<file path="src/rtl/pipe_pkg.sv">
// Shared pipeline definitions: access size encodings, writeback control bit
// positions and the MEM-stage FSM state type.
package pipe_pkg;

  localparam logic [1:0] SIZE_B = 2'b00;
  localparam logic [1:0] SIZE_H = 2'b01;
  localparam logic [1:0] SIZE_W = 2'b10;

  localparam int WB_REGWRITE = 0;
  localparam int WB_MEMTOREG = 1;

  typedef logic [0:0] state_t;
  localparam state_t ST_IDLE = 1'b0;
  localparam state_t ST_REQ  = 1'b1;

endpackage

</file>
<file path="src/rtl/mem_lane_align.sv">
// Combinational byte-lane logic: alignment check, byte enables, store data
// replication and load lane extraction with sign/zero extension.
module mem_lane_align
  import pipe_pkg::*;
(
  input  logic [1:0]  size,
  input  logic [1:0]  addr_lo,
  input  logic        is_unsigned,
  input  logic [31:0] wdata_raw,
  input  logic [31:0] rdata_raw,
  output logic        misaligned,
  output logic [3:0]  be,
  output logic [31:0] wdata,
  output logic [31:0] rdata_ext
);

  logic [7:0]  byte_sel;
  logic [15:0] half_sel;

  always_comb begin
    byte_sel   = rdata_raw[{addr_lo, 3'b000} +: 8];
    half_sel   = addr_lo[1] ? rdata_raw[31:16] : rdata_raw[15:0];
    misaligned = 1'b0;
    be         = 4'b0000;
    wdata      = wdata_raw;
    rdata_ext  = rdata_raw;
    case (size)
      SIZE_B: begin
        be        = 4'b0001 << addr_lo;
        wdata     = {4{wdata_raw[7:0]}};
        rdata_ext = {{24{~is_unsigned & byte_sel[7]}}, byte_sel};
      end
      SIZE_H: begin
        misaligned = addr_lo[0];
        be         = addr_lo[1] ? 4'b1100 : 4'b0011;
        wdata      = {2{wdata_raw[15:0]}};
        rdata_ext  = {{16{~is_unsigned & half_sel[15]}}, half_sel};
      end
      SIZE_W: begin
        misaligned = |addr_lo;
        be         = 4'b1111;
      end
      default: ;
    endcase
  end

endmodule

</file>
<file path="src/rtl/mem_access_stage.sv">
// MEM pipeline stage: issues handshaked loads/stores, stalls upstream while an
// access is outstanding and hands results (or an access error) to MEM_WB.
module mem_access_stage
  import pipe_pkg::*;
#(
  parameter int unsigned MAX_WAIT = 15
) (
  input  logic        clk,
  input  logic        rst_n,
  input  logic        valid_in,
  input  logic        mem_read_in,
  input  logic        mem_write_in,
  input  logic [1:0]  size_in,
  input  logic        unsigned_in,
  input  logic [31:0] alu_result_in,
  input  logic [31:0] write_data_in,
  input  logic [4:0]  write_dest_in,
  input  logic [1:0]  wb_in,
  output logic        stall_out,
  output logic        dmem_req,
  output logic        dmem_we,
  output logic [31:0] dmem_addr,
  output logic [3:0]  dmem_be,
  output logic [31:0] dmem_wdata,
  input  logic        dmem_ready,
  input  logic [31:0] dmem_rdata,
  output logic        valid_out,
  output logic [31:0] read_data,
  output logic [31:0] alu_result,
  output logic [4:0]  write_dest,
  output logic [1:0]  wb,
  output logic        mem_err
);

  localparam logic [7:0] WAIT_LAST = 8'(MAX_WAIT - 1);

  state_t      state_reg;
  logic [7:0]  wait_cnt_reg;
  logic [31:0] addr_reg;
  logic [31:0] wdata_reg;
  logic [1:0]  size_reg;
  logic        unsigned_reg;
  logic        we_reg;
  logic [4:0]  dest_reg;
  logic [1:0]  wb_reg;

  logic        in_req, memop, acc_err, clean_memop, timeout;
  logic        al_misaligned;
  logic [3:0]  al_be;
  logic [31:0] al_wdata, al_rdata;

  assign in_req      = (state_reg == ST_REQ);
  assign memop       = mem_read_in | mem_write_in;

  // One aligner serves both phases: incoming fields in IDLE for the error
  // check, captured fields in REQ for the bus and the load result.
  mem_lane_align u_align (
    .size        (in_req ? size_reg : size_in),
    .addr_lo     (in_req ? addr_reg[1:0] : alu_result_in[1:0]),
    .is_unsigned (in_req ? unsigned_reg : unsigned_in),
    .wdata_raw   (in_req ? wdata_reg : write_data_in),
    .rdata_raw   (dmem_rdata),
    .misaligned  (al_misaligned),
    .be          (al_be),
    .wdata       (al_wdata),
    .rdata_ext   (al_rdata)
  );

  assign acc_err     = memop & ((mem_read_in & mem_write_in) | (size_in == 2'b11) | al_misaligned);
  assign clean_memop = memop & ~acc_err;
  assign timeout     = in_req & ~dmem_ready & (wait_cnt_reg == WAIT_LAST);

  assign stall_out  = in_req ? (~dmem_ready & ~timeout) : (valid_in & clean_memop);
  assign dmem_req   = in_req;
  assign dmem_we    = in_req & we_reg;
  assign dmem_addr  = in_req ? {addr_reg[31:2], 2'b00} : 32'd0;
  assign dmem_be    = in_req ? al_be : 4'd0;
  assign dmem_wdata = in_req ? al_wdata : 32'd0;

  always_ff @(posedge clk or negedge rst_n) begin
    if (!rst_n) begin
      state_reg    <= ST_IDLE;
      wait_cnt_reg <= 8'd0;
      addr_reg     <= 32'd0;
      wdata_reg    <= 32'd0;
      size_reg     <= 2'd0;
      unsigned_reg <= 1'b0;
      we_reg       <= 1'b0;
      dest_reg     <= 5'd0;
      wb_reg       <= 2'd0;
      valid_out    <= 1'b0;
      mem_err      <= 1'b0;
      read_data    <= 32'd0;
      alu_result   <= 32'd0;
      write_dest   <= 5'd0;
      wb           <= 2'd0;
    end else begin
      valid_out <= 1'b0;
      mem_err   <= 1'b0;
      if (!in_req) begin
        if (valid_in && clean_memop) begin
          addr_reg     <= alu_result_in;
          wdata_reg    <= write_data_in;
          size_reg     <= size_in;
          unsigned_reg <= unsigned_in;
          we_reg       <= mem_write_in;
          dest_reg     <= write_dest_in;
          wb_reg       <= wb_in;
          wait_cnt_reg <= 8'd0;
          state_reg    <= ST_REQ;
        end else if (valid_in) begin
          valid_out  <= 1'b1;
          mem_err    <= acc_err;
          alu_result <= alu_result_in;
          write_dest <= write_dest_in;
          wb         <= acc_err ? 2'b00 : wb_in;
        end
      end else if (dmem_ready || timeout) begin
        valid_out    <= 1'b1;
        mem_err      <= timeout;
        alu_result   <= addr_reg;
        write_dest   <= dest_reg;
        wb           <= timeout ? 2'b00 : wb_reg;
        wait_cnt_reg <= 8'd0;
        state_reg    <= ST_IDLE;
        if (!timeout) read_data <= we_reg ? 32'd0 : al_rdata;
      end else begin
        wait_cnt_reg <= wait_cnt_reg + 8'd1;
      end
    end
  end

endmodule

</file>
<file path="config.mk">
export PLATFORM = sky130hd
export DESIGN_NAME = mem_access_stage
export DESIGN_NICKNAME = d
export VERILOG_FILES = /design/src/rtl/pipe_pkg.sv /design/src/rtl/mem_lane_align.sv /design/src/rtl/mem_access_stage.sv
export SDC_FILE = /design/constraint.sdc
export NUM_CORES = 1
export LEC_CHECK = 0
export ABC_CLOCK_PERIOD_IN_PS = 4400
export CAP_MARGIN = 0
export CORE_MARGIN = 2
export CORE_UTILIZATION = 47
export DETAILED_ROUTE_END_ITERATION = 12
export PLACE_DENSITY = 0.83
export SLEW_MARGIN = 25
export SYNTH_ARGS = -nofsm -noshare
export SYNTH_HDL_FRONTEND = slang
export SYNTH_SLANG_ARGS = --single-unit
</file>
<file path="constraint.sdc">
create_clock -name clk -period 4.4 [get_ports clk]
set_input_delay 0.44 -clock clk [delete_from_list [all_inputs] [get_ports clk]]
set_output_delay 0.44 -clock clk [all_outputs]
set_load 0.01 [all_outputs]
</file>
-- Yosys cells after proc, flatten, opt, wreduce, memory -nomap -nowiden
Cells that the tools add are included.
- output and inout port bits: 144
- register bits after elaboration: 157
- logic and storage cells: 93
- bits of input ports: 112
- reduce and logical (&&, ||, !) cells: 9
- shifts and indexed selects: 2
- $add $sub $neg: 1
- equal/unequal tests: 6
- mux-type cells: 42
- bitwise gates (word level): 18
- operators by type and width (kind ; number):
    32-bit 2-to-1 mux ; 7
    32-bit case mux with 2 select lines ; 2
    32-bit by 6-bit indexed part select with 8-bit output ; 1
    8-bit 2-to-1 mux ; 3
    5-bit 2-to-1 mux ; 4
    16-bit 2-to-1 mux ; 1
    2-bit 2-to-1 mux ; 8
    1-bit 2-to-1 mux ; 13
    4-bit case mux with 3 select lines ; 1
    1-bit AND ; 10
    8-bit by 1-bit adder with 8-bit output, second input constant ; 1
    8-bit by 4-bit == test with 1-bit output, second input constant ; 1
    4-bit 2-to-1 mux ; 2
    3-bit AND reduction ; 2
    1-bit inverter ; 5
    2-bit == test, second input constant ; 2
    2-bit nonzero test ; 2
    1-bit by 2-bit left shift with 4-bit output, first input constant ; 1
    1-bit OR ; 3
    2-bit by 1-bit == test with 1-bit output, second input constant ; 1
    2-bit logical NOT ; 1
    2-bit by 1-bit inequality test with 1-bit output, second input constant ; 1
    2-bit inequality test, second input constant ; 1
    1-bit case mux with 2 select lines ; 1
    other kinds (4) ; 4

-- Longest topological paths before layout
Gate-level depths: netlist of the first run.
- depth in word-level cells: 10
- mapped depth: 15
- mapped depth without buffers: 8

-- Cells and area by module
From an unflattened synthesis of the first run, not the netlist that was laid out.
- cells, all modules: 782
- area total of the unflattened synthesis: 8828.5 um^2
- by module, submodules not included (module ; seq. area each (um^2) ; times used ; cells an instance ; area an instance (um^2)):
    mem_access_stage ; 3928.8 ; 1 ; 608 ; 7687.4
    mem_lane_align ; 0.0 ; 1 ; 174 ; 1141.1

-- Least setup slack after synthesis of the first run
No wires, ideal clock.
- path kind: flip-flop to output port
- start point: register state_reg, in the netlist dmem_req
- end point: output stall_out
- data required time: 3.960 ns
- path slack: 0.632 ns
- cell stages (with the launch flop): 16
- arrival time: 3.328 ns
- buffers on the path: 8
- path through: dfrtp_1 > buf_4 > buf_2 > buf_2 > clkbuf_1 > mux2i_1 > inv_1 > ha_1 > clkbuf_1 > a21oi_2 > nor2_1 > or4_1 > clkbuf_1 > buf_6 > buf_6 > nand2_1
- longest elaborated chain between the ends: 9
- elaborated cells on any way between the ends: 16
- those cells by class: eq/ne: 2; mux: 4; bitwise: 9; reduce/logical: 1
- ends and longest elaborated chain (element ; RTL line ; source):
    from (decl) ; mem_access_stage.sv:37 ; state_t state_reg;
    from (signal assigned) ; mem_access_stage.sv:82 ; state_reg <= ST_IDLE;
    from (signal assigned) ; mem_access_stage.sv:110 ; state_reg <= ST_REQ;
    from (signal assigned) ; mem_access_stage.sv:125 ; state_reg <= ST_IDLE;
    2-bit 2-to-1 mux, on equally long branches ; mem_access_stage.sv:58, mem_access_stage.sv:59 ;
    2-bit == test (tied with other cells) ; mem_lane_align.sv:27 ; case (size)
    1-bit case mux with 2 select lines ; mem_lane_align.sv:27 ;
    1-bit OR ; mem_access_stage.sv:69 ; assign acc_err = memop & ((mem_read_in & mem_write_in) | (size_in == 2'b11) | al_misaligned);
    1-bit AND ; mem_access_stage.sv:69 ;
    1-bit inverter ; mem_access_stage.sv:70 ; assign clean_memop = memop & ~acc_err;
    1-bit AND ; mem_access_stage.sv:70 ;
    1-bit AND ; mem_access_stage.sv:73 ; assign stall_out = in_req ? (~dmem_ready & ~timeout) : (valid_in & clean_memop);
    1-bit 2-to-1 mux * ; mem_access_stage.sv:73 ;
    to (decl) ; mem_access_stage.sv:19 ; output logic stall_out,
Mark *: on every way between the ends. The rest lies on a longest branch, timed or not.

-- Worst setup path in the final report of the first run
Ends and elaborated chain as after synthesis.

==> out/results.txt, run 1 <==
# fillers = 1299
pin count of the biggest net entering global routing = 82
most frequent cell after synthesis = dfrtp_1
DR pass1 iterations = 5
vias = 6859
Final Max Tran Viols = 0
Fin. Hold Viols = 0
Clk pin slew, worst setup/hold paths = 0.06 ns
Yosys cell types = 62
I/O pin count = 256
clock sink count = 157
vias in the first global route = 6749
Die Area = 0.0177 mm²
kind of critical path = reg2out
Vert. Die Dim = 133 µm
Final setup viols = 0
total negative slack = 0 ns
placement row count = 47
flops & latches, synth = 157
Tmin final = 3.95 ns
top_reg_cell synth = dfrtp_1
Synth area leaders = dfrtp_1, mux2_4, a21oi_1
Worst-Skew Late Latency = 0.42 ns
worst hold path type = in2async
clk root buf = clkbuf_16
n_diodes = 0
Antenna Violating Nets Remaining = 0
Slowest cell on crit path = or4_4
Vias/cell = 5.64
yosys warns = 0
first-pass GRT wire length = 36200 µm
total gr overflow = 0
CP max stage delay = 0.66 ns
area of the multi-input gates = 0.00364 mm²
fmax = 253 MHz
synthesized area = 0.00784 mm²
post-synth top area share = 50.1%
H-tree levels = 4
Rel. slew slack = 32.1%
WHS = 0.0365 ns
LEAKAGE = 4.64 nW
deepest clock path buffer count = 2
gr usage total = 25.9%
Mean Syn Cell Area = 10.4 µm²
CP endpoint kind = output pin
number of synthesized flops with an enable pin = 0
status = completed
area leader, netlist = dfrtp_1
routed wire length = 23200 µm
Final Instance Area = 0.0111 mm²
Final period util = 89.7%
RSZ-0062 raised after global routing = no
power per cell area = 635 mW/mm²
Starting Density = 47.6%
Setup Fix Bufs, Post-CTS = 0
Mapped Cells = 752
Worst EP required = 3.96 ns
layout cells sized above 1 = 12.2%
final core occ = 67.4%
crit path DAT = 3.51 ns
CTS buffer count = 17
post-cts hold buffer count = 0
DRC Markers = 0
slew at the pin with the worst max-slew slack = 1.01 ns
post-DP HPWL = 16300 µm
overall power = 7.04 mW
TritonCTS clock tree = done
Core Region = 0.0165 mm²
register area share after synthesis = 50.1%
Nets = 1104
Synth async-reset ratio = 100%
initial antenna violation count = 0
# Max-Cap Violations = 0
I/O Buffers = 253
VDD IR max = 337 µV
drt wl/cell = 19.0 µm
critical path cell sequence = mux2i_1, inv_1, ha_1, a21oi_2, nor2_1, or4_4, nand2_1, clkdlybuf4s50_1
routability congestion estimate = 0.874
startpoint types = flop
final setup skew = 0.0118 ns
Area Growth Syn to Fin = 41.4%
total placed instance area = 0.0105 mm²
initial drt markers = 506
FF-to-FF setup slack = 1.00 ns
crit-path max FO = 20
Post-synth top cells = dfrtp_1, a21oi_1, nor2_1
register area = 0.00393 mm²
# resized after CTS = 0
DIE WIDTH = 133 µm
power breakdown:
| group | switching (mW) | total [mW] | internal (mW) |
|---|---|---|---|
| logic | 1.39 | 3.07 | 1.68 |
| clock network | 0.581 | 1.38 | 0.801 |
| registers | 0.478 | 2.59 | 2.11 |
cell usage in the layout (no fill, tap or decap), types with 16 or more instances in the layout:
cell	netlist	routed
a21oi_1	89	89
a22oi_1	16	16
and2_1	41	41
clkbuf_16	0	17
clkdlybuf4s50_1	0	252
dfrtp_1	157	156
mux2_2	23	23
mux2_4	40	40
nand2_1	59	59
nand3_1	18	18
nor2_1	85	85
nor3_1	34	34
stage by stage:
step	setup WS (ns)	std cells
5_1_grt	0.255	1217
3_5_place_dp	0.681	1187
6_report	0.451	1217
4_1_cts	0.431	1217
3_3_place_gp	0.748	1187
2_1_floorplan	0.632	753
worst paths after layout:
kind                                            start                    endpoint  cells after the start
worst max-delay path               dmem_req$_DFF_PN0_                   stall_out                      8
worst min-delay path                            rst_n  alu_result[10]$_DFFE_PN0P_                      1
worst max register to register     dmem_req$_DFF_PN0_  alu_result[25]$_DFFE_PN0P_                      7
worst min register to register  wb_reg[1]$_DFFE_PN0P_       wb_reg[1]$_DFFE_PN0P_                      1
max in group asynchronous                       rst_n          dmem_req$_DFF_PN0_                      2
min in group clk                wb_reg[1]$_DFFE_PN0P_       wb_reg[1]$_DFFE_PN0P_                      1
cell type report:
type | count | area share (%)
multi-input combinational | 535 | 32.8
tap | 220 | 2.48
timing repair buffer | 268 | 24.1
inverter | 7 | 0.237
clock inverter | 10 | 0.823
sequential | 157 | 35.4
clock buffer | 20 | 4.12
kinds of logic (layout without fill, tap and decap cells):
group / after synthesis / in the layout / synth area share [%]
AO/OA/AOI/OAI: 182 / 182 / 15.3
XOR/XNOR: 1 / 1 / 0.112
adder cells (fa/ha/maj): 6 / 6 / 0.957
buffers and inverters: 61 / 305 / 3.67
flip-flops: 157 / 157 / 50.1
multiplexers: 88 / 88 / 14.4
other: 1 / 2 / 0.0478
AND/OR/NAND/NOR: 256 / 256 / 15.5
critical path, delay by kind of cell, from the launching register on:
family / cells / cell delay (ns)
adders and majority gates: 1 / 0.34
buffers and inverters: 2 / 0.68
and+or+nand+nor: 3 / 0.90
AOI/OAI and AO/OA: 1 / 0.22
DFF: 1 / 0.60
muxes: 1 / 0.35
per-layer routing:
| layer | vias to the layer above | track usage, % | routed length [µm] |
|---|---|---|---|
| li1 | 3170 | - | - |
| met1 | 3322 | 33.5 | 9570 |
| met2 | 336 | 42.0 | 11000 |
| met3 | 31 | 7.91 | 2100 |
| met4 | 0 | 8.39 | 462 |
| met5 | - | 0 | 0 |
Power figures use the tool's default switching activity.
==> run 2, diff against run 1 <==
--- a/config.mk
+++ b/config.mk
@@ -5,13 +5,14 @@
 export SDC_FILE = /design/constraint.sdc
 export NUM_CORES = 1
 export LEC_CHECK = 0
-export ABC_CLOCK_PERIOD_IN_PS = 4400
+export ABC_CLOCK_PERIOD_IN_PS = 4850
 export CAP_MARGIN = 0
 export CORE_MARGIN = 2
-export CORE_UTILIZATION = 47
+export CORE_UTILIZATION = 52
 export DETAILED_ROUTE_END_ITERATION = 12
-export PLACE_DENSITY = 0.83
+export PLACE_DENSITY = 0.92
 export SLEW_MARGIN = 25
 export SYNTH_ARGS = -nofsm -noshare
 export SYNTH_HDL_FRONTEND = slang
+export SYNTH_HIERARCHICAL = 1
 export SYNTH_SLANG_ARGS = --single-unit
==> constraint.sdc (replaced) <==
create_clock -name clk -period 4.85 [get_ports clk]
set_input_delay 0.485 -clock clk [delete_from_list [all_inputs] [get_ports clk]]
set_output_delay 0.485 -clock clk [all_outputs]
set_load 0.01 [all_outputs]
==> run 2 against run 1 <==
  * Clock skew decreased by 0.00057 ns
  * Largest power group unchanged
  * Largest cell class is now multi-input gates
  * Cell count increased by 1.3%
  * Global-route usage increased by 0.053 points
  * Critical path type unchanged
==> out/results.txt, run 2 <==
crit-path max FO = 52
Final period util = 83.3%
Fin. Hold Viols = 0
# resized after CTS = 0
kind of critical path = reg2out
most frequent cell after synthesis = dfrtp_1
Area Growth Syn to Fin = 35.7%
startpoint types = flop
clk root buf = clkbuf_16
Post-synth top cells = dfrtp_1, mux2_2, nand2_1
initial antenna violation count = 0
register area = 0.00393 mm²
routed wire length = 23100 µm
fin cells = 1233
Mean Syn Cell Area = 11.3 µm²
Rel. slew slack = 43.8%
uppermost layer routed = met4
Starting Density = 53.2%
Antenna Violating Nets Remaining = 0
Clk pin slew, worst setup/hold paths = 0.07 ns
Synth async-reset ratio = 100%
Worst-Skew Late Latency = 0.42 ns
post-synth top area share = 44.5%
Vert. Die Dim = 134 µm
I/O pin count = 256
sw frac = 32.2%
total gr overflow = 0
post-DP HPWL = 16200 µm
area of the multi-input gates = 0.00449 mm²
synthesized area = 0.00883 mm²
top_reg_cell synth = dfrtp_1
number of synthesized flops with an enable pin = 0
commonest non-fill, non-tap cell in the layout = clkdlybuf4s50_1
n_diodes = 0
VDD IR max = 360 µV
drt wl/cell = 18.7 µm
DR pass1 iterations = 5
layout cells sized above 1 = 24.2%
# Max-Cap Violations = 0
Setup Fix Bufs, Post-CTS = 0
Die Area = 0.0180 mm²
fmax = 247 MHz
WL met1 = 9330 µm
clock sink count = 157
initial drt markers = 442
CP endpoint kind = output pin
Nets = 1119
pin count of the biggest net entering global routing = 83
first-pass GRT wire length = 36900 µm
slew at the pin with the worst max-slew slack = 0.820 ns
DRC Markers = 0
Final setup viols = 0
crit path DAT = 3.56 ns
deepest clock path buffer count = 2
power per cell area = 550 mW/mm²
final setup skew = 0.0112 ns
worst hold path type = in2async
DR WL met2 = 11700 µm
H-tree levels = 4
Synth area leaders = dfrtp_1, mux2_2, mux2_4
TritonCTS clock tree = done
DIE WIDTH = 134 µm
status = completed
CTS buffer count = 17
register area share after synthesis = 44.5%
vias = 6824
Int Power = 4.46 mW
Psw = 2.12 mW
Final Max Tran Viols = 0
Mapped Cells = 782
Vias/cell = 5.53
routability congestion estimate = 0.844
most frequent cells in the layout = clkdlybuf4s50_1, dfrtp_1, mux2_2, nand2_1, and2_1
I/O Buffers = 253
placement row count = 47
area leader, netlist = dfrtp_1
clock power share = 20.9%
Reg power frac = 34.9%
Worst EP required = 4.37 ns
post-cts hold buffer count = 0
Placed Instances = 1201
LEAKAGE = 5.20 nW
total negative slack = 0 ns
Yosys cell types = 46
# fillers = 1155
flops & latches, synth = 157
yosys warns = 6
gr usage total = 26.0%
metal3 WL = 1460 µm
Comb power frac = 44.2%
Core Region = 0.0166 mm²
vias in the first global route = 7033
Tmin final = 4.04 ns
RSZ-0062 raised after global routing = no
## run 2: cell count changes after synthesis, sizes merged, moves of 32 or more
| cell | before | now |
|---|---|---|
| a21oi | 90 | 11 |
| nand2b | 1 | 33 |
| nor3 | 34 | 2 |
| nor2 | 85 | 11 |
| mux2 | 78 | 195 |
| o21ai | 10 | 42 |
## run 2: power by group through the flow
stage / Clock [mW] / Sequential, mW / Combinational (mW)
3_5_place_dp: 0 / 2.31 / 2.91
6_report: 1.38 / 2.30 / 2.91
5_1_grt: 1.46 / 2.38 / 3.12
2_1_floorplan: 0 / 2.30 / 1.68
4_1_cts: 1.39 / 2.30 / 2.93
3_3_place_gp: 0 / 2.27 / 2.83
## run 2: critical path, cell delays in order (launching register included)
cell and delay (ns):
dfrtp_4 0.83, mux2_2 0.54, inv_1 0.13, ha_1 0.18, buf_4 0.26, nand2b_1 0.33
a22o_1 0.18, and2_1 0.12, clkdlybuf4s50_1 0.56
## run 2: logic make-up after synthesis
group / share of synthesized area [%]
xor gates and xnor gates: 0.0992
and+or+nand+nor: 13.9
other: 0.0425
adders and majority gates: 0.964
AOI/OAI and AO/OA: 7.91
DFF: 44.5
buffers and inverters: 4.75
muxes: 27.9
## run 2: path summary, 6_finish.rpt
path / startpoint / cells past startpoint / slack (ns) / end
max in group asynchronous: rst_n / 2 / 3.66 / read_data[31]$_DFFE_PN0P_
min in group clk: read_data[28]$_DFFE_PN0P_ / 2 / 0.48 / read_data[28]$_DFFE_PN0P_
hold / removal: rst_n / 1 / 0.11 / alu_result[11]$_DFFE_PN0P_
setup / recovery: dmem_req$_DFF_PN0_ / 8 / 0.81 / dmem_wdata[8]
setup reg to reg: dmem_req$_DFF_PN0_ / 10 / 1.46 / alu_result[9]$_DFFE_PN0P_
hold reg to reg: read_data[28]$_DFFE_PN0P_ / 2 / 0.48 / read_data[28]$_DFFE_PN0P_
## run 2: per-layer routing
| layer | vias to the layer above | global-route usage (%) |
|---|---|---|
| li1 | 3156 | - |
| met4 | 0 | 9.59 |
| met5 | - | 0 |
| met2 | 276 | 43.9 |
| met3 | 42 | 5.86 |
| met1 | 3350 | 32.7 |
## run 2: cell type report
class                           instances  area share, %
Clock inverter                         10           1.15
Sequential cell                       157           32.8
Multi-Input combinational cell        550           37.5
Clock buffer                           21           3.84
Timing Repair Buffer                  263           22.0
Tap cell                              220           2.30
Inverter                               12          0.376
## run 2: per-stage QoR
| stage | hold WS, ns | utilization [%] | area (µm²) | power [mW] | worst slack (ns) |
|---|---|---|---|---|---|
| floorplan | 0.189 | - | 8830 | 3.98 | 0.983 |
| global placement | 0.461 | 68.6 | 11400 | 5.09 | 1.35 |
| detailed placement | 0.470 | 68.6 | 11400 | 5.21 | 1.23 |
| CTS | 0.138 | 72.2 | 12000 | 6.62 | 0.809 |
| global route | 0.151 | 72.3 | 12000 | 6.96 | 0.611 |
| finish | 0.105 | 72.3 | 12000 | 6.59 | 0.809 |
==> run 3, diff against run 2 <==
--- a/config.mk
+++ b/config.mk
@@ -5,12 +5,12 @@
 export SDC_FILE = /design/constraint.sdc
 export NUM_CORES = 1
 export LEC_CHECK = 0
-export ABC_CLOCK_PERIOD_IN_PS = 4850
+export ABC_CLOCK_PERIOD_IN_PS = 3900
 export CAP_MARGIN = 0
 export CORE_MARGIN = 2
-export CORE_UTILIZATION = 52
+export CORE_UTILIZATION = 48
 export DETAILED_ROUTE_END_ITERATION = 12
-export PLACE_DENSITY = 0.92
+export PLACE_DENSITY = 0.86
 export SLEW_MARGIN = 25
 export SYNTH_ARGS = -nofsm -noshare
 export SYNTH_HDL_FRONTEND = slang
==> constraint.sdc (replaced) <==
create_clock -name clk -period 3.9 [get_ports clk]
set_input_delay 0.39 -clock clk [delete_from_list [all_inputs] [get_ports clk]]
set_output_delay 0.39 -clock clk [all_outputs]
set_load 0.01 [all_outputs]
==> run 3 against run 2 <==
  * Worst hold slack got worse by 0.096 ns
  * Clock skew fell by 0.0023 ns
  * Power rose by 26%
  * Register-to-register slack got worse by 0.80 ns
  * Setup slack got worse by 0.58 ns
  * Cell area rose by 0.78%
  * Sequential power rose by 24%
  * Via count fell by 1.2%
  * First-iteration DRC count fell by 14%
  * Sequential share of layout area fell by 0.26 points
==> out/results.txt, run 3 (synthesized netlist as in run 2, its figures left out) <==
status = completed
slew at the pin with the worst max-slew slack = 0.873 ns
Worst-Skew Late Latency = 0.42 ns
total gr overflow = 0
routability congestion estimate = 0.810
CP max stage delay = 0.60 ns
final setup skew = 0.00887 ns
Comb power frac = 43.8%
n_diodes = 0
Slowest cell on crit path = dfrtp_4
power per cell area = 688 mW/mm²
Final Max Tran Viols = 0
total negative slack = 0 ns
drt wl/cell = 18.6 µm
first-pass GRT wire length = 36800 µm
LEAKAGE = 5.24 nW
placement row count = 49
Int Power = 5.64 mW
VDD IR max = 406 µV
Vert. Die Dim = 140 µm
vias = 6741
Psw = 2.67 mW
sw frac = 32.1%
RSZ-0062 raised after global routing = no
reg2reg path depth = 9
H-tree levels = 4
Clk pin slew, worst setup/hold paths = 0.07 ns
crit path DAT = 3.28 ns
CTS buffer count = 17
Die Area = 0.0195 mm²
fmax = 273 MHz
Tmin final = 3.67 ns
crit-path max FO = 17
CP endpoint kind = output pin
TritonCTS clock tree = done
I/O pin count = 256
Final setup viols = 0
DIE WIDTH = 140 µm
pin count of the biggest net entering global routing = 82
most frequent cells in the layout = clkdlybuf4s50_1, dfrtp_1, mux2_2, nand2_1, and2_1
Rel. slew slack = 41.8%
clock power share = 21.9%
layout cells sized above 1 = 24.8%
vias in the first global route = 6902
deepest clock path buffer count = 2
DRC Markers = 0
Reg power frac = 34.3%
kind of critical path = reg2out
most frequent cell on the critical path = nand2_1
Crit path buffers/inverters = 3
worst hold path type = in2async
DR pass1 iterations = 5
routed wire length = 23200 µm
register area = 0.00393 mm²
Antenna Violating Nets Remaining = 0
Top Family by Delay on Critical Path = buffers and inverters
gr usage total = 23.6%
overall power = 8.31 mW
Final period util = 94.0%
area of the multi-input gates = 0.00450 mm²
FF-to-FF setup slack = 0.66 ns
post-DP HPWL = 15900 µm
Vias/cell = 5.41
Core Region = 0.0180 mm²
startpoint types = flop
initial drt markers = 378
I/O Buffers = 253
Fin. Hold Viols = 0
# Max-Cap Violations = 0
critical path cell sequence = mux2_2, inv_1, ha_2, buf_4, nor2_2, nand2_1, nand2_1, and2_1, clkdlybuf4s50_1
# fillers = 1395
clk root buf = clkbuf_16
Worst EP required = 3.51 ns
Starting Density = 49.0%
post-cts hold buffer count = 0
clock sink count = 157
Nets = 1122
CP Depth = 9
commonest non-fill, non-tap cell in the layout = clkdlybuf4s50_1
Area Growth Syn to Fin = 36.8%
initial antenna violation count = 0
==> run 3: changes by cell type in the layout (fill, tap and decap cells not counted), moves of 2 or more <==
cell	delta
buf_4	+2
clkinv_4	+3
ha_1	-2
ha_2	+2
==> run 3: worst paths after layout <==
path                                           startpoint                        end
worst max-delay path                   dmem_req$_DFF_PN0_             dmem_wdata[31]
worst min-delay path                                rst_n   addr_reg[11]$_DFFE_PN0P_
worst max register to register         dmem_req$_DFF_PN0_  alu_result[4]$_DFFE_PN0P_
worst min register to register  read_data[26]$_DFFE_PN0P_  read_data[26]$_DFFE_PN0P_
max in group asynchronous                           rst_n    dest_reg[2]$_DFFE_PN0P_
min in group clk                read_data[26]$_DFFE_PN0P_  read_data[26]$_DFFE_PN0P_
==> run 3: metrics by stage <==
stage	utilization [%]	std cells	setup slack [ns]	instance area [µm²]	hold slack (ns)
2_1_floorplan	-	783	0.128	8830	0.0944
3_3_place_gp	63.3	1213	0.402	11400	0.460
3_5_place_dp	63.3	1213	0.310	11400	0.468
4_1_cts	66.9	1245	0.0668	12100	0.0419
5_1_grt	67.0	1246	0.0446	12100	0.0702
6_report	67.0	1246	0.232	12100	0.00912
==> run 3: what timing repair did <==
action | in CTS | in global routing
setup buffers | 0 | 1
gates resized for setup | 1 | 2
endpoints found under the setup margin | 1 | 19
==> run 3: power by group through the flow <==
stage          Combinational, mW  Sequential (mW)  Clock (mW)
3_3_place_gp                3.55             2.82           0
5_1_grt                     3.91             2.94        1.92
4_1_cts                     3.65             2.85        1.85
3_5_place_dp                3.62             2.86           0
6_report                    3.64             2.85        1.82
2_1_floorplan               2.09             2.86           0
==> run 3: cell type report <==
| cell class | count | area share (%) |
|---|---|---|
| sequential | 157 | 32.6 |
| clock buffer | 20 | 3.78 |
| clock inverter | 12 | 1.52 |
| timing repair buffer | 266 | 22.1 |
| inverter | 12 | 0.373 |
| tap | 229 | 2.37 |
| multi-input combinational | 550 | 37.3 |
==> run 3: layer usage <==
layer / global-route usage, % / vias up / part of all wire, %
met4: 8.42 / 0 / 2.2
met5: 0 / - / 0
met3: 5.68 / 44 / 6.2
met1: 31.4 / 3303 / 43
li1: - / 3159 / -
met2: 38.1 / 235 / 49
